[config.mk]
export PLATFORM = sky130hd
export DESIGN_NAME = cache_miss_ctrl_flat
export DESIGN_NICKNAME = d
export VERILOG_FILES = /design/src/rtl/cache_miss_ctrl_if.sv /design/src/rtl/cache_miss_ctrl.sv /design/src/flat_wrapper.sv
export SDC_FILE = /design/constraint.sdc
export NUM_CORES = 1
export LEC_CHECK = 0
export CAP_MARGIN = 20
export CORE_UTILIZATION = 25
export CTS_CLUSTER_SIZE = 40
export DETAILED_ROUTE_END_ITERATION = 16
export GPL_ROUTABILITY_DRIVEN = 0
export PLACE_DENSITY = 0.6
export SETUP_SLACK_MARGIN = 0.02
export SYNTH_ARGS = -nofsm -noshare
export SYNTH_HDL_FRONTEND = slang
export SYNTH_SLANG_ARGS = --single-unit
[constraint.sdc]
create_clock -name clk -period 3.4 [get_ports clk]
set_clock_uncertainty 0.2 [all_clocks]
set_input_delay 1.02 -clock clk [delete_from_list [all_inputs] [get_ports clk]]
set_output_delay 1.02 -clock clk [all_outputs]
set_load 0.02 [all_outputs]
[src/rtl/cache_miss_ctrl_if.sv]
// Miss-request, data-array and memory-burst signals of the cache miss sequencer.
// master = the sequencer, slave = lookup stage / data array / memory side.
interface cache_miss_ctrl_if #(
  parameter int SET_BITS    = 3,
  parameter int WAY_BITS    = 2,
  parameter int TAG_BITS    = 5,
  parameter int OFFSET_BITS = 4,
  parameter int DATA_W      = 32
);
  logic                         miss_valid;
  logic                         miss_ready;
  logic [SET_BITS-1:0]          miss_set;
  logic [WAY_BITS-1:0]          miss_way;
  logic [TAG_BITS-1:0]          miss_tag;
  logic                         victim_dirty;
  logic [TAG_BITS-1:0]          victim_tag;

  logic                         arr_rd_en;
  logic                         arr_wr_en;
  logic [SET_BITS-1:0]          arr_set;
  logic [WAY_BITS-1:0]          arr_way;
  logic [OFFSET_BITS-1:0]       arr_offset;
  logic [DATA_W-1:0]            arr_wdata;
  logic [DATA_W-1:0]            arr_rdata;

  logic                         mem_cmd_valid;
  logic                         mem_cmd_ready;
  logic                         mem_cmd_we;
  logic [TAG_BITS+SET_BITS-1:0] mem_cmd_blk;
  logic                         mem_wvalid;
  logic                         mem_wready;
  logic [DATA_W-1:0]            mem_wdata;
  logic                         mem_rvalid;
  logic [DATA_W-1:0]            mem_rdata;

  logic                         fill_done;
  logic [SET_BITS-1:0]          fill_set;
  logic [WAY_BITS-1:0]          fill_way;
  logic [TAG_BITS-1:0]          fill_tag;
  logic                         busy;

  modport master (
    input  miss_valid, miss_set, miss_way, miss_tag, victim_dirty, victim_tag,
    input  arr_rdata, mem_cmd_ready, mem_wready, mem_rvalid, mem_rdata,
    output miss_ready, arr_rd_en, arr_wr_en, arr_set, arr_way, arr_offset, arr_wdata,
    output mem_cmd_valid, mem_cmd_we, mem_cmd_blk, mem_wvalid, mem_wdata,
    output fill_done, fill_set, fill_way, fill_tag, busy
  );

  modport slave (
    output miss_valid, miss_set, miss_way, miss_tag, victim_dirty, victim_tag,
    output arr_rdata, mem_cmd_ready, mem_wready, mem_rvalid, mem_rdata,
    input  miss_ready, arr_rd_en, arr_wr_en, arr_set, arr_way, arr_offset, arr_wdata,
    input  mem_cmd_valid, mem_cmd_we, mem_cmd_blk, mem_wvalid, mem_wdata,
    input  fill_done, fill_set, fill_way, fill_tag, busy
  );
endinterface

[src/rtl/cache_miss_ctrl.sv]
// Miss sequencer: dirty victim write-back then 16-beat refill; clean miss fill_done 18 cycles after accept.
// Stalls on mem_cmd_ready/mem_wready, refill beats never stalled. MISSCTRL_STATS_EN adds wb_count/rf_count.
module cache_miss_ctrl #(
  parameter int SET_BITS    = 3,
  parameter int WAY_BITS    = 2,
  parameter int TAG_BITS    = 5,
  parameter int OFFSET_BITS = 4,
  parameter int DATA_W      = 32
) (
  input  logic              clk,
  input  logic              rst,
  cache_miss_ctrl_if.master bus
`ifdef MISSCTRL_STATS_EN
  ,
  output logic [15:0]       wb_count,
  output logic [15:0]       rf_count
`endif
);

  typedef enum logic [2:0] {
    IDLE, WB_CMD, WB_RD, WB_LAT, WB_WR, RF_CMD, RF_DATA, DONE
  } stateT;

  stateT                        state;
  logic [OFFSET_BITS-1:0]       cnt;
  logic [DATA_W-1:0]            wdataQ;
  logic [SET_BITS-1:0]          setQ;
  logic [WAY_BITS-1:0]          wayQ;
  logic [TAG_BITS-1:0]          tagQ;
  logic [TAG_BITS-1:0]          vtagQ;

  logic                         missReadyQ;
  logic                         busyQ;
  logic                         cmdValidQ;
  logic                         cmdWeQ;
  logic [TAG_BITS+SET_BITS-1:0] cmdBlkQ;
  logic                         wvalidQ;
  logic                         rdEnQ;
  logic                         fillDoneQ;
  logic                         rfBeat;

  always_ff @(posedge clk or posedge rst) begin
    if (rst) begin
      state      <= IDLE;
      cnt        <= '0;
      wdataQ     <= '0;
      setQ       <= '0;
      wayQ       <= '0;
      tagQ       <= '0;
      vtagQ      <= '0;
      missReadyQ <= 1'b1;
      busyQ      <= 1'b0;
      cmdValidQ  <= 1'b0;
      cmdWeQ     <= 1'b0;
      cmdBlkQ    <= '0;
      wvalidQ    <= 1'b0;
      rdEnQ      <= 1'b0;
      fillDoneQ  <= 1'b0;
    end else begin
      rdEnQ     <= 1'b0;
      fillDoneQ <= 1'b0;
      case (state)
        IDLE: if (bus.miss_valid) begin
          setQ       <= bus.miss_set;
          wayQ       <= bus.miss_way;
          tagQ       <= bus.miss_tag;
          vtagQ      <= bus.victim_tag;
          cnt        <= '0;
          missReadyQ <= 1'b0;
          busyQ      <= 1'b1;
          cmdValidQ  <= 1'b1;
          cmdWeQ     <= bus.victim_dirty;
          cmdBlkQ    <= bus.victim_dirty ? {bus.victim_tag, bus.miss_set}
                                         : {bus.miss_tag, bus.miss_set};
          state      <= bus.victim_dirty ? WB_CMD : RF_CMD;
        end
        WB_CMD: if (bus.mem_cmd_ready) begin
          cmdValidQ <= 1'b0;
          cmdWeQ    <= 1'b0;
          cmdBlkQ   <= '0;
          rdEnQ     <= 1'b1;
          state     <= WB_RD;
        end
        WB_RD: state <= WB_LAT;
        WB_LAT: begin
          wdataQ  <= bus.arr_rdata;
          wvalidQ <= 1'b1;
          state   <= WB_WR;
        end
        WB_WR: if (bus.mem_wready) begin
          wvalidQ <= 1'b0;
          if (cnt == '1) begin
            cnt       <= '0;
            cmdValidQ <= 1'b1;
            cmdWeQ    <= 1'b0;
            cmdBlkQ   <= {tagQ, setQ};
            state     <= RF_CMD;
          end else begin
            cnt   <= cnt + 1'b1;
            rdEnQ <= 1'b1;
            state <= WB_RD;
          end
        end
        RF_CMD: if (bus.mem_cmd_ready) begin
          cmdValidQ <= 1'b0;
          cmdBlkQ   <= '0;
          state     <= RF_DATA;
        end
        RF_DATA: if (bus.mem_rvalid) begin
          cnt <= cnt + 1'b1;
          if (cnt == '1) begin
            fillDoneQ <= 1'b1;
            state     <= DONE;
          end
        end
        DONE: begin
          missReadyQ <= 1'b1;
          busyQ      <= 1'b0;
          state      <= IDLE;
        end
        default: state <= IDLE;
      endcase
    end
  end

  // Refill beats go straight into the array in the cycle they arrive.
  assign rfBeat         = (state == RF_DATA) && bus.mem_rvalid;

  assign bus.miss_ready    = missReadyQ;
  assign bus.busy          = busyQ;
  assign bus.mem_cmd_valid = cmdValidQ;
  assign bus.mem_cmd_we    = cmdWeQ;
  assign bus.mem_cmd_blk   = cmdBlkQ;
  assign bus.mem_wvalid    = wvalidQ;
  assign bus.mem_wdata     = wdataQ;
  assign bus.arr_rd_en     = rdEnQ;
  assign bus.arr_wr_en     = rfBeat;
  assign bus.arr_wdata     = rfBeat ? bus.mem_rdata : '0;
  assign bus.arr_set       = setQ;
  assign bus.arr_way       = wayQ;
  assign bus.arr_offset    = cnt;
  assign bus.fill_done     = fillDoneQ;
  assign bus.fill_set      = setQ;
  assign bus.fill_way      = wayQ;
  assign bus.fill_tag      = tagQ;

`ifdef MISSCTRL_STATS_EN
  always_ff @(posedge clk or posedge rst) begin
    if (rst) begin
      wb_count <= '0;
      rf_count <= '0;
    end else begin
      if (state == IDLE && bus.miss_valid && bus.victim_dirty && wb_count != 16'hFFFF)
        wb_count <= wb_count + 1'b1;
      if (fillDoneQ && rf_count != 16'hFFFF)
        rf_count <= rf_count + 1'b1;
    end
  end
`endif

endmodule

[src/flat_wrapper.sv]
// flat-port wrapper written by rule: the top's interface ports become plain ports
module cache_miss_ctrl_flat 
#(
  parameter int SET_BITS    = 3,
  parameter int WAY_BITS    = 2,
  parameter int TAG_BITS    = 5,
  parameter int OFFSET_BITS = 4,
  parameter int DATA_W      = 32
)
  (clk, rst, bus_miss_valid, bus_miss_set, bus_miss_way, bus_miss_tag, bus_victim_dirty, bus_victim_tag, bus_arr_rdata, bus_mem_cmd_ready, bus_mem_wready, bus_mem_rvalid, bus_mem_rdata, bus_miss_ready, bus_arr_rd_en, bus_arr_wr_en, bus_arr_set, bus_arr_way, bus_arr_offset, bus_arr_wdata, bus_mem_cmd_valid, bus_mem_cmd_we, bus_mem_cmd_blk, bus_mem_wvalid, bus_mem_wdata, bus_fill_done, bus_fill_set, bus_fill_way, bus_fill_tag, bus_busy);
  cache_miss_ctrl_if #(.SET_BITS(SET_BITS), .WAY_BITS(WAY_BITS), .TAG_BITS(TAG_BITS), .OFFSET_BITS(OFFSET_BITS), .DATA_W(DATA_W)) bus_i ();
  input  logic clk;
  input  logic rst;
  input wire logic [$bits(bus_i.miss_valid)-1:0] bus_miss_valid;
  input wire logic [$bits(bus_i.miss_set)-1:0] bus_miss_set;
  input wire logic [$bits(bus_i.miss_way)-1:0] bus_miss_way;
  input wire logic [$bits(bus_i.miss_tag)-1:0] bus_miss_tag;
  input wire logic [$bits(bus_i.victim_dirty)-1:0] bus_victim_dirty;
  input wire logic [$bits(bus_i.victim_tag)-1:0] bus_victim_tag;
  input wire logic [$bits(bus_i.arr_rdata)-1:0] bus_arr_rdata;
  input wire logic [$bits(bus_i.mem_cmd_ready)-1:0] bus_mem_cmd_ready;
  input wire logic [$bits(bus_i.mem_wready)-1:0] bus_mem_wready;
  input wire logic [$bits(bus_i.mem_rvalid)-1:0] bus_mem_rvalid;
  input wire logic [$bits(bus_i.mem_rdata)-1:0] bus_mem_rdata;
  output wire logic [$bits(bus_i.miss_ready)-1:0] bus_miss_ready;
  output wire logic [$bits(bus_i.arr_rd_en)-1:0] bus_arr_rd_en;
  output wire logic [$bits(bus_i.arr_wr_en)-1:0] bus_arr_wr_en;
  output wire logic [$bits(bus_i.arr_set)-1:0] bus_arr_set;
  output wire logic [$bits(bus_i.arr_way)-1:0] bus_arr_way;
  output wire logic [$bits(bus_i.arr_offset)-1:0] bus_arr_offset;
  output wire logic [$bits(bus_i.arr_wdata)-1:0] bus_arr_wdata;
  output wire logic [$bits(bus_i.mem_cmd_valid)-1:0] bus_mem_cmd_valid;
  output wire logic [$bits(bus_i.mem_cmd_we)-1:0] bus_mem_cmd_we;
  output wire logic [$bits(bus_i.mem_cmd_blk)-1:0] bus_mem_cmd_blk;
  output wire logic [$bits(bus_i.mem_wvalid)-1:0] bus_mem_wvalid;
  output wire logic [$bits(bus_i.mem_wdata)-1:0] bus_mem_wdata;
  output wire logic [$bits(bus_i.fill_done)-1:0] bus_fill_done;
  output wire logic [$bits(bus_i.fill_set)-1:0] bus_fill_set;
  output wire logic [$bits(bus_i.fill_way)-1:0] bus_fill_way;
  output wire logic [$bits(bus_i.fill_tag)-1:0] bus_fill_tag;
  output wire logic [$bits(bus_i.busy)-1:0] bus_busy;
  assign bus_i.miss_valid = bus_miss_valid;
  assign bus_i.miss_set = bus_miss_set;
  assign bus_i.miss_way = bus_miss_way;
  assign bus_i.miss_tag = bus_miss_tag;
  assign bus_i.victim_dirty = bus_victim_dirty;
  assign bus_i.victim_tag = bus_victim_tag;
  assign bus_i.arr_rdata = bus_arr_rdata;
  assign bus_i.mem_cmd_ready = bus_mem_cmd_ready;
  assign bus_i.mem_wready = bus_mem_wready;
  assign bus_i.mem_rvalid = bus_mem_rvalid;
  assign bus_i.mem_rdata = bus_mem_rdata;
  assign bus_miss_ready = bus_i.miss_ready;
  assign bus_arr_rd_en = bus_i.arr_rd_en;
  assign bus_arr_wr_en = bus_i.arr_wr_en;
  assign bus_arr_set = bus_i.arr_set;
  assign bus_arr_way = bus_i.arr_way;
  assign bus_arr_offset = bus_i.arr_offset;
  assign bus_arr_wdata = bus_i.arr_wdata;
  assign bus_mem_cmd_valid = bus_i.mem_cmd_valid;
  assign bus_mem_cmd_we = bus_i.mem_cmd_we;
  assign bus_mem_cmd_blk = bus_i.mem_cmd_blk;
  assign bus_mem_wvalid = bus_i.mem_wvalid;
  assign bus_mem_wdata = bus_i.mem_wdata;
  assign bus_fill_done = bus_i.fill_done;
  assign bus_fill_set = bus_i.fill_set;
  assign bus_fill_way = bus_i.fill_way;
  assign bus_fill_tag = bus_i.fill_tag;
  assign bus_busy = bus_i.busy;
  cache_miss_ctrl #(.SET_BITS(SET_BITS), .WAY_BITS(WAY_BITS), .TAG_BITS(TAG_BITS), .OFFSET_BITS(OFFSET_BITS), .DATA_W(DATA_W)) u_core (.clk(clk), .rst(rst), .bus(bus_i));
endmodule
After elaboration in Yosys (flattened, before gate mapping) --
Index checks and enable logic that the tools add are counted. W data, S select, Z words.
Cells by class: add/subtract/negate cells 1, mux-type cells 42, eq/ne operators 16, reductions and logical operators 15
Operator list (number):
- $mux W8 | 5
- $mux W32 | 1
- $mux W3 | 8
- $pmux W3 S8 | 1
- $pmux W8 S3 | 1
- $mux W4 | 4
- $mux W1 | 15
- $eq A3 B3 Y1 const B | 4
- $pmux W4 S3 | 1
- $ne A2 B2 Y1 const B | 5
- $reduce_and A5 Y1 | 2
- $reduce_bool A3 Y1 | 3
- $pmux W1 S2 | 4
- $eq A3 B2 Y1 const B | 2
- $ne A2 B1 Y1 const B | 3
- $pmux W1 S3 | 2
- $reduce_and A2 Y1 | 3
- $reduce_and A6 Y1 | 1
- $add A4 B1 Y4 const B | 1
- $eq A4 B4 Y1 const B | 1
- $reduce_and A4 Y1 | 1
- $reduce_bool A2 Y1 | 2
- $eq A3 B1 Y1 const B | 1
- $logic_not A3 Y1 | 1
- other kinds (2) | 2
Word-level totals: flip-flop bits (word level) 64, logic and storage cells 88, output and inout port bits 99

Longest topological paths before layout --
depth after elaboration 4, depth in mapped cells 6

Worst setup path after synthesis --
Ideal clock, no wire load.
path type input-to-output, start input port bus_mem_rvalid, end output port bus_arr_wdata[16], required time 2.180 ns, stages on the path 4, setup slack 0.352 ns, arrival time 1.828 ns, buffers on the path 2, path through and4b_1 buf_2 buf_2 and2_1
On the way: longest elaborated chain between the ends 2
Ends and longest elaborated chain:
- start: declaration | line flat_wrapper.sv:23 | input wire logic [$bits(bus_i.mem_rvalid)-1:0] bus_mem_rvalid;
- $logic_and A1 B1 Y1 | line cache_miss_ctrl.sv:127 | assign rfBeat = (state == RF_DATA) && bus.mem_rvalid;
- via bus_arr_wr_en | line flat_wrapper.sv:27 | output wire logic [$bits(bus_i.arr_wr_en)-1:0] bus_arr_wr_en;
- $mux W32 | line cache_miss_ctrl.sv:138 | assign bus.arr_wdata = rfBeat ? bus.mem_rdata : '0;
- end: declaration | line flat_wrapper.sv:31 | output wire logic [$bits(bus_i.arr_wdata)-1:0] bus_arr_wdata;
The timed path passes the listed nets, and every way through them passes these cells.

Worst setup path in the final report --
start input port bus_mem_rvalid, end output port bus_arr_wdata[26]
On the way: longest elaborated chain between the ends 2
Ends and longest elaborated chain (line):
- $logic_and A1 B1 Y1 | cache_miss_ctrl.sv:127
- $mux W32 | cache_miss_ctrl.sv:138
Every way passes these cells.

==> metrics.md <==
| Metric | Value |
|---|---|
| Status | `complete, no violations` |
| Post-DRT Antenna Nets | `0` |
| First-pass GRT wire length | `15.07 mm` |
| WP data required | `2180 ps` |
| Core Area | `0.01262 mm²` |
| GR peak layer | `met2` |
| Final setup fails | `0` |
| Maximum vdd ir drop | `0.0004465 V` |
| Adder-Cell Fraction of Synth Area | `0.3861%` |
| CTS buffer count | `9` |
| IO Pins | `185` |
| Yosys reg bits | `64` |
| Largest net degree at the start of global routing | `65` |
| DP HPWL | `6.910 mm` |
| Max-cap violation count | `0` |
| Crit Path Class | `input pin to primary output` |
| CTS tree | `done` |
| Cell mode on critical path | `buf_4` |
| 1st-iter DRT viols | `58` |
| GR Util met1 | `19.17%` |
| Wire per inst | `15.35 µm` |
| Area contributors post-synth | `dfrtp_1 49%, mux2_4 14%, and2_1 6.2%, mux2_2 4.9%, o21ai_0 2.8%` |
| Crit-path max cell delay | `260 ps` |
| Area share of the largest cell type after synthesis | `48.65%` |
| CTS max path bufs | `2` |
| Final Hold Viols | `0` |
| Sequential-to-total area share from yosys stat | `49.46%` |
| Critical Path AT | `2100 ps` |
| Synth Net Count | `344` |
| Slew Limit Fails | `0` |
| DRC Markers | `0` |
| CP cell instances | `dlygate4sd2_1, and4b_2, buf_4, buf_16, and2_1, buf_4` |
| Final instance area | `0.005478 mm²` |
| Height of the die | `115.9 µm` |
| Vias in the first global route | `2827` |
| Worst hold path class | `flop to flop` |
| Root Buffer | `clkbuf_16` |
| Pwr Total | `5.050 mW` |
| Lkg Pwr | `2.449 nW` |
| Synthesis Warnings | `0` |
| Syn_area_per_cell | `12.61 µm²` |
| Top_reg_cell synth | `dfrtp_1` |
| RSZ-0062 raised after global routing | `no` |
| Largest family of logic cells by synthesized area | `multiplexers` |
| Share of layout cells above drive strength 1 | `27.78%` |
| Synth Area in XOR/XNOR | `0.2703%` |
| Via count | `2626` |
| Placed Area | `0.005258 mm²` |
| Final min period | `3323 ps` |
| Post-synthesis mux area share | `22.05%` |
| Clock transition at path regs | `60 ps` |
| CTS sink count | `64` |
| WHS | `289.6 ps` |
| Grt met3 use | `4.498%` |
| First-pass detailed-route iteration total | `4` |
| Number of synthesized flops with an enable pin | `0` |
| Mapped cell area | `0.003241 mm²` |
| GRT Util Overall | `14.75%` |
| Final nets | `532` |
| Crit-path leading delay family | `buffers and inverters` |
| Die width | `115.9 µm` |
| Initial Util | `25.68%` |
| Drt total wl | `9.550 mm` |
| Max Freq | `300.9 MHz` |
| Post-synth cell types | `46` |
| GR Util met2 | `23.89%` |
| Worst-path fanout max | `17` |
| H-tree depth | `3` |
| Initial antenna violation count | `0` |
| Synth Instances | `257` |
| Row count | `41` |
| Antenna diode count | `0` |
| Post-synthesis simple-gate area fraction | `13.01%` |
| Insertion delay to the later sink of the worst-skew pair | `320 ps` |
| Compound-Gate Fraction of Synth Area | `9.730%` |
| Congestion Overflow GR | `0` |
| Relative slew margins | `61.32%` |
| Post-synth ARST share | `100.0%` |
| Port Buffers | `184` |
| Crit end category | `primary output` |
| Die ar. | `0.01342 mm²` |
| Startpoint types | `input pin` |
| Avg Vias per Cell | `4.222` |
| Crit share post-route | `97.74%` |
| Power per cell area | `921.9 mW/mm²` |
| Worst path slowest cell | `dlygate4sd2_1` |
| Area Growth Syn to Fin | `69.03%` |
| Slew @ Worst Pin | `578.2 ps` |
| Worst path bufs/invs | `4` |
| Cell taking the most area after synthesis | `dfrtp_1` |
state kept, by name, indices dropped and copies added (netlist names):
signal and cells:
u_core.bus.fill_tag 5, u_core.bus.mem_wdata 32, u_core.bus.busy 1, u_core.bus.mem_cmd_valid 1, u_core.bus.fill_done 1, u_core.bus.arr_rd_en 1, u_core.bus.mem_cmd_blk 8, u_core.bus.arr_offset 4
u_core.bus.arr_way 2, u_core.bus.miss_ready 1, u_core.bus.arr_set 3, u_core.bus.mem_cmd_we 1, u_core.state 3, u_core.bus.mem_wvalid 1
cell type report:
type	count	area, µm²
repair buffers	195	1864
inverters	7	27.53
flip-flops and latches	64	1603
clock inverters	4	27.53
well taps	172	215.2
fillers	1240	7142
multi-input cells	168	1474
clock buffers	12	266.5
worst paths after layout:
kind                                           startpoint                   endpoint  slack (ps)  depth (start not counted)
min in group asynchronous                             rst      u_core.bus.arr_set[1]         870                          3
worst max register to register            u_core.state[1]   u_core.bus.mem_wdata[15]        1210                          6
worst min-delay path            u_core.bus.mem_cmd_blk[7]  u_core.bus.mem_cmd_blk[7]         290                          1
worst max-delay path                       bus_mem_rvalid          bus_arr_wdata[26]          80                          6
worst min register to register  u_core.bus.mem_cmd_blk[7]  u_core.bus.mem_cmd_blk[7]         290                          1
max in group asynchronous                             rst      u_core.bus.miss_ready        1780                          3
stage by stage:
stage | cells | util, % | setup TNS (ps) | setup WS [ps]
final | 622 | 43.41 | 0 | 76.87
after CTS | 622 | 43.41 | 0 | 85.92
after global routing | 622 | 43.41 | 0 | 41.55
after floorplan | 257 | - | 0 | 351.8
after global placement | 603 | 41.66 | -16470 | -521.0
after detailed placement | 603 | 41.66 | -16530 | -526.5
placed cells by master (no fill, tap or decap), types with 5 or more instances in the layout:
master           count
a21oi_1             10
and2_1              32
buf_2               15
buf_4               24
clkbuf_16            9
clkdlybuf4s50_1    150
dfrtp_1             63
mux2_1               5
mux2_2              14
mux2_4              30
mux2i_1              5
nand2_1             10
nor2_1               5
o21ai_0             18
synth_stat cells (2+ instances only):
cell	n
a21o_1	2
a21oi_1	10
a22oi_1	2
a31oi_1	4
and2_1	32
and2b_2	2
buf_2	3
buf_4	5
buf_6	5
clkbuf_1	4
dfrtp_1	63
inv_1	5
mux2_1	5
mux2_2	14
mux2_4	30
mux2i_1	5
nand2_1	10
nand2_4	2
nor2_1	5
nor2_2	2
nor3_1	3
o211ai_1	2
o21ai_0	18
o31ai_1	2
report_power, final:
| part | switching [mW] | total [mW] | leakage [nW] | internal, mW |
|---|---|---|---|---|
| registers | 0.241 | 1.38 | 0.761 | 1.14 |
| clock network | 0.335 | 0.886 | 0.137 | 0.552 |
| logic | 1.34 | 2.78 | 1.55 | 1.45 |
repair_timing:
action,CTS,global route
gates resized for setup,151,0
setup endpoints to repair,33,0
hold buffers,0,0
endpoints found under the hold margin,0,0
setup buffers,2,0
cells by family (layout without fill, tap and decap cells):
logic type	count (synthesis)	in the layout
AND/OR/NAND/NOR	65	65
XOR/XNOR	1	1
flip-flops	64	64
multiplexers	54	54
buffers and inverters	25	218
AO/OA/AOI/OAI	47	47
adder cells (fa/ha/maj)	1	1
layer usage:
layer  up-vias  part of all wire (%)
met1      1264                    44
met5         -                     0
met3         7                   6.1
met2        85                    49
met4         0                  0.85
li1       1270                     -
No activity file was read; power rests on OpenSTA's default activity.
